<file path="config.mk">
export PLATFORM = sky130hd
export DESIGN_NAME = stack_engine
export DESIGN_NICKNAME = d
export VERILOG_FILES = /design/src/rtl/stack_pkg.sv /design/src/rtl/stack_mem.sv /design/src/rtl/stack_engine.sv
export SDC_FILE = /design/constraint.sdc
export NUM_CORES = 1
export LEC_CHECK = 0
export ABC_AREA = 0
export CORE_UTILIZATION = 36
export DETAILED_ROUTE_END_ITERATION = 16
export HOLD_SLACK_MARGIN = 0.1
export SLEW_MARGIN = 10
export SYNTH_ARGS = -nofsm -noshare
export SYNTH_HDL_FRONTEND = slang
export SYNTH_SLANG_ARGS = --single-unit
</file>
<file path="constraint.sdc">
create_clock -name clk -period 8.1 [get_ports clk]
set_input_delay 1.215 -clock clk [delete_from_list [all_inputs] [get_ports clk]]
set_output_delay 1.215 -clock clk [all_outputs]
set_load 0.02 [all_outputs]
</file>
<file path="src/rtl/stack_pkg.sv">
// Shared definitions for the stack engine: command opcodes and controller states.
package stack_pkg;

    localparam logic [1:0] OP_NOP     = 2'b00;
    localparam logic [1:0] OP_PUSH    = 2'b01;
    localparam logic [1:0] OP_POP     = 2'b10;
    localparam logic [1:0] OP_REPLACE = 2'b11;

    typedef enum logic [2:0] {
        ST_IDLE      = 3'd0,
        ST_PUSH      = 3'd1,
        ST_POP       = 3'd2,
        ST_REPLACE   = 3'd3,
        ST_OVERFLOW  = 3'd4,
        ST_UNDERFLOW = 3'd5
    } state_t;

endpackage

</file>
<file path="src/rtl/stack_mem.sv">
// Stack storage: one synchronous write port, two asynchronous read ports, no reset.
module stack_mem #(
    parameter int WIDTH = 8,
    parameter int DEPTH = 8,
    parameter int AW    = 4
) (
    input  logic             clk,
    input  logic             we,
    input  logic [AW-1:0]    waddr,
    input  logic [WIDTH-1:0] wdata,
    input  logic [AW-1:0]    raddr_a,
    output logic [WIDTH-1:0] rdata_a,
    input  logic [AW-1:0]    raddr_b,
    output logic [WIDTH-1:0] rdata_b
);

    logic [WIDTH-1:0] mem [DEPTH];

    // Each entry owns its register so addresses wider than the array need no slicing.
    generate
        for (genvar gi = 0; gi < DEPTH; gi++) begin : g_entry
            logic [WIDTH-1:0] entry_reg;
            always_ff @(posedge clk) begin
                if (we && (waddr == AW'(gi))) begin
                    entry_reg <= wdata;
                end
            end
            assign mem[gi] = entry_reg;
        end
    endgenerate

    // Out-of-range addresses (e.g. count-1 when empty) read as zero.
    always_comb begin
        rdata_a = '0;
        rdata_b = '0;
        for (int i = 0; i < DEPTH; i++) begin
            if (raddr_a == AW'(i)) rdata_a = mem[i];
            if (raddr_b == AW'(i)) rdata_b = mem[i];
        end
    end

endmodule

</file>
<file path="src/rtl/stack_engine.sv">
// LIFO stack controller: command handshake, two-cycle op FSM, count tracking and error flags.
module stack_engine
    import stack_pkg::*;
#(
    parameter int WIDTH = 8,
    parameter int DEPTH = 8,
    parameter int CNT_W = $clog2(DEPTH + 1)
) (
    input  logic             clk,
    input  logic             reset,
    input  logic             clear,
    input  logic             cmd_valid,
    output logic             cmd_ready,
    input  logic [1:0]       cmd_op,
    input  logic [WIDTH-1:0] wr_data,
    output logic             done,
    output logic [WIDTH-1:0] pop_data,
    output logic [WIDTH-1:0] top_data,
    output logic [CNT_W-1:0] count,
    output logic             full,
    output logic             empty,
    output logic             overflow,
    output logic             underflow,
    output logic             err_sticky
);

    localparam logic [CNT_W-1:0] DEPTH_C = CNT_W'(DEPTH);
    localparam logic [CNT_W-1:0] ONE_C   = CNT_W'(1);

    state_t           state_reg, state_next;
    logic [CNT_W-1:0] count_reg;
    logic [CNT_W-1:0] count_m1;
    logic [WIDTH-1:0] data_reg;
    logic [WIDTH-1:0] pop_data_reg;
    logic             err_reg;
    logic             accept;
    logic             is_pop_like;
    logic             mem_we;
    logic [CNT_W-1:0] mem_waddr;
    logic [WIDTH-1:0] rd_top;
    logic [WIDTH-1:0] rd_pop;

    assign count_m1    = count_reg - ONE_C;
    assign full        = (count_reg == DEPTH_C);
    assign empty       = (count_reg == '0);
    assign count       = count_reg;
    assign top_data    = empty ? '0 : rd_top;
    assign pop_data    = pop_data_reg;
    assign err_sticky  = err_reg;
    assign cmd_ready   = (state_reg == ST_IDLE);

    // clear outranks any command presented in the same cycle
    assign accept      = cmd_ready && cmd_valid && (cmd_op != OP_NOP) && !clear;
    assign is_pop_like = (cmd_op == OP_POP) || (cmd_op == OP_REPLACE);

    // Pulses are suppressed while clear aborts the in-flight op.
    assign done      = !clear && ((state_reg == ST_PUSH) || (state_reg == ST_POP) ||
                                  (state_reg == ST_REPLACE));
    assign overflow  = !clear && (state_reg == ST_OVERFLOW);
    assign underflow = !clear && (state_reg == ST_UNDERFLOW);

    always_comb begin
        state_next = ST_IDLE;
        if (accept) begin
            case (cmd_op)
                OP_PUSH:    state_next = full  ? ST_OVERFLOW  : ST_PUSH;
                OP_POP:     state_next = empty ? ST_UNDERFLOW : ST_POP;
                OP_REPLACE: state_next = empty ? ST_UNDERFLOW : ST_REPLACE;
                default:    state_next = ST_IDLE;
            endcase
        end
    end

    assign mem_we    = !reset && !clear &&
                       ((state_reg == ST_PUSH) || (state_reg == ST_REPLACE));
    assign mem_waddr = (state_reg == ST_PUSH) ? count_reg : count_m1;

    stack_mem #(
        .WIDTH (WIDTH),
        .DEPTH (DEPTH),
        .AW    (CNT_W)
    ) u_mem (
        .clk     (clk),
        .we      (mem_we),
        .waddr   (mem_waddr),
        .wdata   (data_reg),
        .raddr_a (count_m1),
        .rdata_a (rd_top),
        .raddr_b (count_m1),
        .rdata_b (rd_pop)
    );

    always_ff @(posedge clk) begin
        if (reset) begin
            state_reg    <= ST_IDLE;
            count_reg    <= '0;
            err_reg      <= 1'b0;
            pop_data_reg <= '0;
            data_reg     <= '0;
        end else if (clear) begin
            state_reg <= ST_IDLE;
            count_reg <= '0;
            err_reg   <= 1'b0;
        end else begin
            state_reg <= state_next;
            if (accept) begin
                data_reg <= wr_data;
            end
            if (accept && is_pop_like && !empty) begin
                pop_data_reg <= rd_pop;
            end
            case (state_reg)
                ST_PUSH:      count_reg <= count_reg + ONE_C;
                ST_POP:       count_reg <= count_m1;
                ST_OVERFLOW,
                ST_UNDERFLOW: err_reg   <= 1'b1;
                default:      ;
            endcase
        end
    end

endmodule
</file>
==> flow_metrics.py <==
metrics = {
    "timing": {
        "worst_slew_pin_slew_ns": 1.168,
        "fin_crit_sh": 0.6118,
        "clock_skew_ns": 0.007019,
        "fmax_mhz": 201.8,
        "setup-violations-final": 0,
        "grt_setup_unrepaired": "false",
        "slew_headroom": 0.2151,
        "tns_ns": 0,
        "hold_viol": 0,
        "layout_min_cycle_time_ns": 4.956,
        "slew_violations": 0,
        "hold_ws_ns": 0.4583,
    },
    "final_layout": {
        "nets": 433,
        "areaGrowthSynthToFinish_pct": 19.23,
        "antenna_cells": 0,
        "drive_above_1_share": 0.06905,
        "largest_reg_flops": 64,
    },
    "clocking": {
        "clk_latency_ns": 0.34,
        "cts_tree": "built",
        "clock_sinks": 88,
        "cts.hold.buffers_added": 0,
        "cts_setup_buffers": 0,
        "htreeDepth": 3,
        "clk_path_buf_depth": 2,
        "post_cts_resized": 0,
        "cts_inserted_buffers": 9,
        "clk_pin_slew_ns": 0.06,
        "clockRootBuffer": "clkbuf_16",
    },
    "yosys": {
        "ys.flop_type": "edfxtp_1",
        "ys_seq_elements": 88,
        "synth_cells": 382,
        "synth-xor-area-share": 0.008388,
        "synth_area_um2": 4177,
        "synthMuxAreaShare": 0.02187,
        "synth_compound_area_frac": 0.1800,
        "synth_top_family_by_area": "compound AO/OA/AOI/OAI gates",
        "synth.distinct_cells": 55,
        "avgSynthCellArea_um2": 10.93,
        "yosysTopAreaCell": "edfxtp_1",
        "syn_nets": 400,
        "synthAdderAreaFrac": 0.01198,
        "ys_async_sr_fraction": 0,
        "yosys.area_share.simple": 0.1630,
        "yosys-top-cells-area": "edfxtp_1, dfxtp_1, a21oi_1",
        "synth_edf_count": 64,
        "synth_top_area_share": 0.4602,
        "ys_seq_area_frac": 0.5752,
        "synth_warnings": 0,
    },
    "global_route": {
        "grt_pass1_wl_mm": 16.12,
        "gr-usage-all-layers": 0.1833,
        "grt_overflow": 0,
        "grt_max_degree": 29,
        "grt_pass1_vias": 2999,
        "antenna_found_initial": 0,
    },
    "route": {
        "drc_errors": 0,
        "dr.pass1.iters": 4,
        "wl_mm": 10.19,
        "vias": 3137,
        "drt-initial-drc-count": 207,
        "wl_per_cell_um": 18.20,
        "routed_via_density": 5.602,
        "drtAntennaViolNets": 0,
    },
    "pwr": {
        "leakagePower_nw": 1.625,
        "p_per_area_nw_per_um2": 187.2,
        "vdd_drop_max_mv": 0.1221,
    },
    "setup_path": {
        "cp.required_ns": 6.88,
        "path_max_fanout": 15,
        "crit_path_start_kind": "flop",
        "worstSetupPathType": "flop to primary output",
        "crit_arrival_ns": 3.74,
        "crit_path_cell_trace": "inv_1 > ha_1 > nand2b_1 > nand2b_1 > a21oi_4 > a221oi_1 > o21ai_0 > clkdlybuf4s50_1",
        "max_stage_delay_ns": 0.63,
        "end_kind": "primary output",
        "crit_top_cell": "nand2b_1",
        "slowest_stage": "clkdlybuf4s50_1",
    },
    "run": {
        "cap_viol_max_count": 0,
    },
    "floorplanning": {
        "die_w_um": 109.7,
        "coreArea_um2": 11080,
        "dieArea_um2": 12040,
        "num_rows": 38,
        "ios": 41,
        "die_h_um": 109.7,
        "initial_core_util": 0.3770,
    },
    "outcome": {
        "status": "finished clean",
    },
    "worst_hold_path": {
        "hp-class": "flop to flop",
    },
    "placement": {
        "gp_congestion": 0.8644,
        "place_hpwl_mm": 7.311,
        "io_buffers": 40,
    },
}
==> metal layers <==
layer	part of all wire	wire length, um	vias to the layer above	GRT usage
li1	-	-	1517	-
met1	0.47	4771	1522	0.2501
met2	0.46	4656	84	0.2839
met3	0.058	590	14	0.03438
met4	0.017	176	0	0.08000
met5	0	0	-	0
==> metrics by stage <==
step | area (um^2) | cells | utilization | setup WS (ns) | total power [mW]
after floorplan | 4177 | 382 | - | 4.309 | 0.5132
after global placement | 4684 | 544 | 0.4229 | 3.661 | 0.5276
after detailed placement | 4684 | 544 | 0.4229 | 3.528 | 0.5282
after CTS | 4980 | 560 | 0.4495 | 3.153 | 0.9409
after global routing | 4980 | 560 | 0.4495 | 2.862 | 0.9646
final | 4980 | 560 | 0.4495 | 3.144 | 0.9323
==> cell type report <==
| cell class | instances | area [um^2] |
|---|---|---|
| inverters | 12 | 45.04 |
| fillers | 1053 | 6098 |
| multi-input cells | 257 | 1609 |
| well taps | 140 | 175.2 |
| clock inverters | 6 | 66.31 |
| repair buffers | 47 | 452.9 |
| flip-flops and latches | 88 | 2402 |
| clock buffers | 10 | 229.0 |
==> synth_stat cells, types with 7 or more instances <==
cell type	number
clkbuf_1	15
a21oi_1	30
mux2i_1	8
a31oi_1	8
nor3_1	14
nand2_1	26
dfxtp_1	24
nand3_1	7
o21ai_0	12
nor2_1	31
inv_1	12
o31ai_1	7
nand2b_1	17
edfxtp_1	64
==> worst max-delay path, delay by kind of cell, from the launching register on <==
kind,cells,cell delay (ns)
buf+inv,2,0.86
simple gates,2,0.83
compound gates,3,0.67
flops,1,0.59
fa+ha+maj,1,0.44
==> cells by family (layout without fill, tap and decap cells) <==
family / Yosys count / in the layout
AOI/OAI and AO/OA: 111 / 111
xor gates and xnor gates: 4 / 4
muxes: 9 / 9
adders and majority gates: 4 / 4
DFF: 88 / 88
buffers and inverters: 37 / 75
and+or+nand+nor: 129 / 129
==> where the power goes <==
group / internal, mW / switching [mW] / total [mW] / leakage, nW
Clock: 0.241 / 0.173 / 0.414 / 0.147
Sequential: 0.484 / 0.00606 / 0.490 / 0.793
Combinational: 0.0138 / 0.0146 / 0.0284 / 0.685
Total: 0.738 / 0.194 / 0.932 / 1.63
==> placed cells by master, fill, tap and decap left out, types with 5 or more instances in the layout <==
cell type	synthesis	routed
clkdlybuf4s50_1	0	40
a21o_1	5	5
mux2i_1	8	8
buf_4	0	7
clkbuf_16	0	9
dfxtp_1	24	24
nor2_1	31	31
o22ai_1	5	5
edfxtp_1	64	64
a21oi_1	30	30
o21ai_0	12	12
nand3b_1	5	5
nand2b_1	17	17
nor3_1	14	14
a31oi_1	8	8
nor3b_1	6	6
nand2_1	26	26
o211ai_1	5	5
a211o_1	5	5
nor4_1	6	6
inv_1	12	12
o31ai_1	7	7
nand3_1	7	7
==> final timing paths <==
path / startpoint / to / slack (ns) / depth (start not counted)
max: count[0] / top_data[4] / 3.14 / 8
min: pop_data[6] / pop_data[6] / 0.46 / 2
max reg2reg: count[0] / u_mem.g_entry[0].entry_reg[4] / 4.85 / 5
min reg2reg: pop_data[6] / pop_data[6] / 0.46 / 2
Power figures use the tool's default switching activity.
